$ cat src/rtl/bpsk_demodulator.sv
// bpsk_demodulator: correlates offset-binary ADC samples against a square-wave carrier
// reference, decides one BPSK symbol per SAMPLES_PER_SYMBOL and deframes UART-style bytes.
module bpsk_demodulator #(
    parameter int DATA_WIDTH         = 12,
    parameter int CARRIER_SAMPLES    = 8,
    parameter int SAMPLES_PER_SYMBOL = 32,
    parameter int THRESHOLD          = 4096
) (
    input  logic                  clk,
    input  logic                  rst_n,
    input  logic                  sample_en,
    input  logic [DATA_WIDTH-1:0] sample_in,
    output logic [7:0]            data_out,
    output logic                  data_valid,
    output logic                  frame_error,
    output logic                  carrier_detect
);
    localparam int ACC_W = DATA_WIDTH + 1 + $clog2(SAMPLES_PER_SYMBOL);
    localparam int P_W   = $clog2(CARRIER_SAMPLES);
    localparam int N_W   = $clog2(SAMPLES_PER_SYMBOL);
    localparam logic [P_W-1:0]   P_LAST = P_W'(CARRIER_SAMPLES - 1);
    localparam logic [P_W-1:0]   P_HALF = P_W'(CARRIER_SAMPLES / 2);
    localparam logic [N_W-1:0]   N_LAST = N_W'(SAMPLES_PER_SYMBOL - 1);
    localparam logic [ACC_W-1:0] TH     = ACC_W'(THRESHOLD);

    typedef enum logic [1:0] {IDLE, DATA, STOP} state_t;

    logic [P_W-1:0]          p;
    logic [N_W-1:0]          n;
    logic signed [DATA_WIDTH:0] s;
    logic signed [DATA_WIDTH:0] term;
    logic signed [ACC_W-1:0] acc;
    logic signed [ACC_W-1:0] sum;
    logic signed [ACC_W-1:0] sym_acc;
    logic                    sym_stb;
    logic                    sym_last;
    logic [ACC_W-1:0]        mag;
    logic                    present;
    logic                    sym_bit;

    state_t     state, state_n;
    logic [2:0] bit_cnt, bit_cnt_n;
    logic [7:0] shreg, shreg_n;
    logic [7:0] data_out_n;
    logic       data_valid_n;
    logic       frame_error_n;
    logic       carrier_detect_n;

    // Offset-binary to two's complement is an MSB flip; one extra bit keeps -s exact.
    assign s        = {~sample_in[DATA_WIDTH-1], ~sample_in[DATA_WIDTH-1], sample_in[DATA_WIDTH-2:0]};
    assign term     = (p < P_HALF) ? s : -s;
    assign sum      = acc + ACC_W'(term);
    assign sym_last = (n == N_LAST);

    always_ff @(posedge clk or negedge rst_n) begin
        if (!rst_n) begin
            p       <= '0;
            n       <= '0;
            acc     <= '0;
            sym_acc <= '0;
            sym_stb <= 1'b0;
        end else begin
            sym_stb <= 1'b0;
            if (sample_en) begin
                p   <= (p == P_LAST) ? '0 : p + 1'b1;
                n   <= sym_last ? '0 : n + 1'b1;
                acc <= sym_last ? '0 : sum;
                if (sym_last) begin
                    sym_acc <= sum;
                    sym_stb <= 1'b1;
                end
            end
        end
    end

    // The full symbol sum is registered so the decision runs a cycle later without stalling accumulation.
    assign mag     = sym_acc[ACC_W-1] ? -sym_acc : sym_acc;
    assign present = mag >= TH;
    assign sym_bit = ~sym_acc[ACC_W-1] & (|sym_acc);

    always_ff @(posedge clk or negedge rst_n) begin
        if (!rst_n) begin
            state          <= IDLE;
            bit_cnt        <= '0;
            shreg          <= '0;
            data_out       <= '0;
            data_valid     <= 1'b0;
            frame_error    <= 1'b0;
            carrier_detect <= 1'b0;
        end else begin
            state          <= state_n;
            bit_cnt        <= bit_cnt_n;
            shreg          <= shreg_n;
            data_out       <= data_out_n;
            data_valid     <= data_valid_n;
            frame_error    <= frame_error_n;
            carrier_detect <= carrier_detect_n;
        end
    end

    always_comb begin
        state_n          = state;
        bit_cnt_n        = bit_cnt;
        shreg_n          = shreg;
        data_out_n       = data_out;
        data_valid_n     = 1'b0;
        frame_error_n    = 1'b0;
        carrier_detect_n = carrier_detect;
        if (sym_stb) begin
            carrier_detect_n = present;
            case (state)
                IDLE: begin
                    if (present && !sym_bit) begin
                        state_n   = DATA;
                        bit_cnt_n = '0;
                    end
                end
                DATA: begin
                    if (!present) begin
                        state_n = IDLE;
                    end else begin
                        shreg_n   = {sym_bit, shreg[7:1]};
                        bit_cnt_n = bit_cnt + 1'b1;
                        state_n   = (bit_cnt == 3'd7) ? STOP : DATA;
                    end
                end
                STOP: begin
                    state_n = IDLE;
                    if (present && sym_bit) begin
                        data_out_n   = shreg;
                        data_valid_n = 1'b1;
                    end else if (present) begin
                        frame_error_n = 1'b1;
                    end
                end
                default: state_n = IDLE;
            endcase
        end
    end
endmodule
$ cat config.mk
export PLATFORM = sky130hd
export DESIGN_NAME = bpsk_demodulator
export DESIGN_NICKNAME = d
export VERILOG_FILES = /design/src/rtl/bpsk_demodulator.sv
export SDC_FILE = /design/constraint.sdc
export NUM_CORES = 1
export LEC_CHECK = 0
export ABC_AREA = 1
export CORE_UTILIZATION = 50
export DETAILED_ROUTE_END_ITERATION = 8
export GPL_ROUTABILITY_DRIVEN = 1
export PLACE_DENSITY = 0.69
export REMOVE_ABC_BUFFERS = 1
export SKIP_LAST_GASP = 1
export SYNTH_ARGS = -nofsm -noshare
export SYNTH_HDL_FRONTEND = slang
export SYNTH_SLANG_ARGS = --single-unit
$ cat constraint.sdc
create_clock -name clk -period 2.8 [get_ports clk]
set_input_delay 0.56 -clock clk [delete_from_list [all_inputs] [get_ports clk]]
set_output_delay 0.56 -clock clk [all_outputs]
set_load 0.05 [all_outputs]
==> results.ini <==
[outcome]
status=finished with violations
violations=negative setup slack

[power_and_ir_drop]
pwr-share-clk_pct=11.0
peakVddDrop_mv=0.518
p_seq_share_pct=23.3
p_int_uw=3720
netSwitchingPower_uw=3020
p_sw_share_pct=44.8
combPwrFrac_pct=65.7
p_per_area_nw_per_um2=1220
p_leak_uw=0.00286

[cells_and_area]
layout-drive-gt1-share_pct=25.1
diodes=0
syn_to_final_growth_pct=32.6
nets=685

[floorplan]
die_x_um=93.4
die_y_um=93.4
rows=32
start_util_pct=53.0
die-area_um2=8730
fp.coreArea_um2=7890
num_io_pins=26

[logic_synthesis]
syn-cell-area_um2=4180
synth.yosys.warnings=0
yosys_register_bits=69
avgSynthCellArea_um2=7.78
ys_types=42
async_flop_share_pct=100
yosysMostFrequentCell=nand2_1
synth-main-ff-cell=dfrtp_1
netlist_instances=537
synth-edff-count=0
synth_area_leader_cell=dfrtp_1
synth_top_cell_area_share_pct=41.3
synth_area_leaders=dfrtp_1, nand2_1, ha_1
synth_commonest_cells=nand2_1, dfrtp_1, inv_1, nor2_1, nand3_1
yosysSeqAreaShare_pct=41.3

[setup_path]
cp_data_arrival_time_ns=3.14
cpMostUsedCell=buf_4
critPathRequiredTime_ns=3.04
path_class=input pin to flip-flop
slowest_stage=dlygate4sd2_1
critPathMaxStageDelay_ns=0.26
worstPathMaxFanout=2
path_cells=dlygate4sd2_1 -> buf_4 -> nor2_1 -> nand2_2 -> nor2_1 -> nand2_1 -> o211ai_1 -> buf_4 -> buf_4 -> buf_4 -> buf_4 -> buf_4 -> buf_4 -> buf_4 -> buf_4 -> buf_4 -> buf_4 -> buf_4 -> buf_4 -> nand3b_1 -> a21o_1 -> nand3_1 -> nand2_1
worstSetupEndpointType=flip-flop
path_buf_inv=14
cp_top_family=buffers and inverters
critPathLaunchType=input pin

[sta]
hold_violations=0
tightest_slew_ns=0.681
max_freq_mhz=345
period_share_pct=103
slew_headroom_pct=54.6
setup_violations=2
fin_crit_ns=2.90
fin_tns_setup_ns=-0.194
slew_viol_final=0
worst_clock_skew_ns=0.00740
rsz0062_at_grt=yes
fin_ws_ns=-0.0978

[worst_hold_path]
hp-class=input pin to asynchronous set/reset pin

[route]
avgRoutedWirePerCell_um=13.2
wl_um=9890
vias_per_cell=5.07
drtIter0Drc=182
dr_total_vias=3806
remaining_drc_errors=0
dr.pass1.iters=4
antenna_left=0

[clock_tree]
cts_buffers=9
cts_tree=built
cts.sinks=69
insertion_delay_ns=0.35
cts_buffer_depth=2
root_buffer=clkbuf_8
htreeDepth=3
path_clk_slew_ns=0.08

[global_routing]
overflow=0
grt_max_degree=41
grt_first_pass_wirelength_um=16400
grt_pass1_vias=3723
track_usage_pct=24.2
antenna_found_initial=0

[place]
place_ws_ns=-0.827
gp_congestion=0.887
dp_hpwl_um=6810
port_buffers=25

[job]
maxCapViolations=0

cell usage in the layout (no fill, tap or decap), types with 8 or more instances in the layout:
cell type and n:
buf_4 79, a21oi_1 16, nand2_2 12, xor2_1 15, inv_1 53, nand2_1 142, o21ai_0 25, nor2_1 42
dfrtp_1 69, o21ai_1 17, a21oi_2 8, ha_1 18, nand3_1 32, clkdlybuf4s50_1 14, clkbuf_8 10
final timing paths:
kind	depth (start not counted)	start	to	slack, ns
worst max-delay path	23	sample_in[3]	acc[17]$_DFFE_PN0P_	-0.1
worst min-delay path	1	rst_n	carrier_detect$_DFFE_PN0P_	0.24
max in group asynchronous	2	rst_n	acc[17]$_DFFE_PN0P_	1.90
min in group clk	2	data_out[4]$_DFFE_PN0P_	data_out[4]$_DFFE_PN0P_	0.47
worst min register to register	2	data_out[4]$_DFFE_PN0P_	data_out[4]$_DFFE_PN0P_	0.47
worst max register to register	18	p[2]$_DFFE_PN0P_	acc[17]$_DFFE_PN0P_	0.18
cell type report:
cell class | instances | area (um2)
clock buffer | 13 | 149
tap | 102 | 128
fill | 620 | 2350
timing repair buffer | 106 | 877
multi-input combinational | 400 | 2420
clock inverter | 3 | 21.3
sequential | 69 | 1730
inverter | 58 | 218
logic make-up after synthesis:
group,count (synthesis),synth area share (%)
adders and majority gates,26,7.96
DFF,69,41.3
and+or+nand+nor,267,28.2
buffers and inverters,68,6.38
xor gates and xnor gates,22,4.61
AOI/OAI and AO/OA,85,11.6
state kept, by name, indices dropped and copies added, names as in the netlist:
name,count
data_valid,1
frame_error,1
n,5
acc,18
shreg,8
data_out,8
bit_cnt,3
state,2
carrier_detect,1
sym_acc,18
p,3
sym_stb,1
layer usage:
metal	vias up	track usage [%]	routed length [um]
met1	1767	28.9	4360
met2	79	43.2	5060
met3	11	5.20	343
met4	0	7.82	132
li1	1949	-	-
met5	-	0	0
through the flow:
stage                     instance area [um2]  std cells  power [uW]  hold slack [ns]  utilization (%)
final                                    5540        751        6750            0.243             70.3
after global routing                     5540        751        7330            0.295             70.3
after CTS                                5360        746        6300            0.268             68.0
after detailed placement                 4940        711        5180            0.455             62.7
after global placement                   4940        711        5070            0.452             62.7
after floorplan                          4130        527        3850            0.264                -
power by group through the flow:
stage / logic (uW) / registers, uW / clock network (uW)
floorplan: 2330 / 1520 / 0
global placement: 3530 / 1550 / 0
detailed placement: 3620 / 1560 / 0
CTS: 3980 / 1560 / 757
global route: 4930 / 1610 / 795
finish: 4430 / 1570 / 741
what timing repair did:
item / 4_1_cts / 5_1_grt
setup buffers: 19 / 5
hold buffers: 0 / 0
resized for setup: 42 / 41
setup endpoints to repair: 22 / 21
pin swaps: 30 / 32
Note: power is estimated with default switching activity, not from simulation.
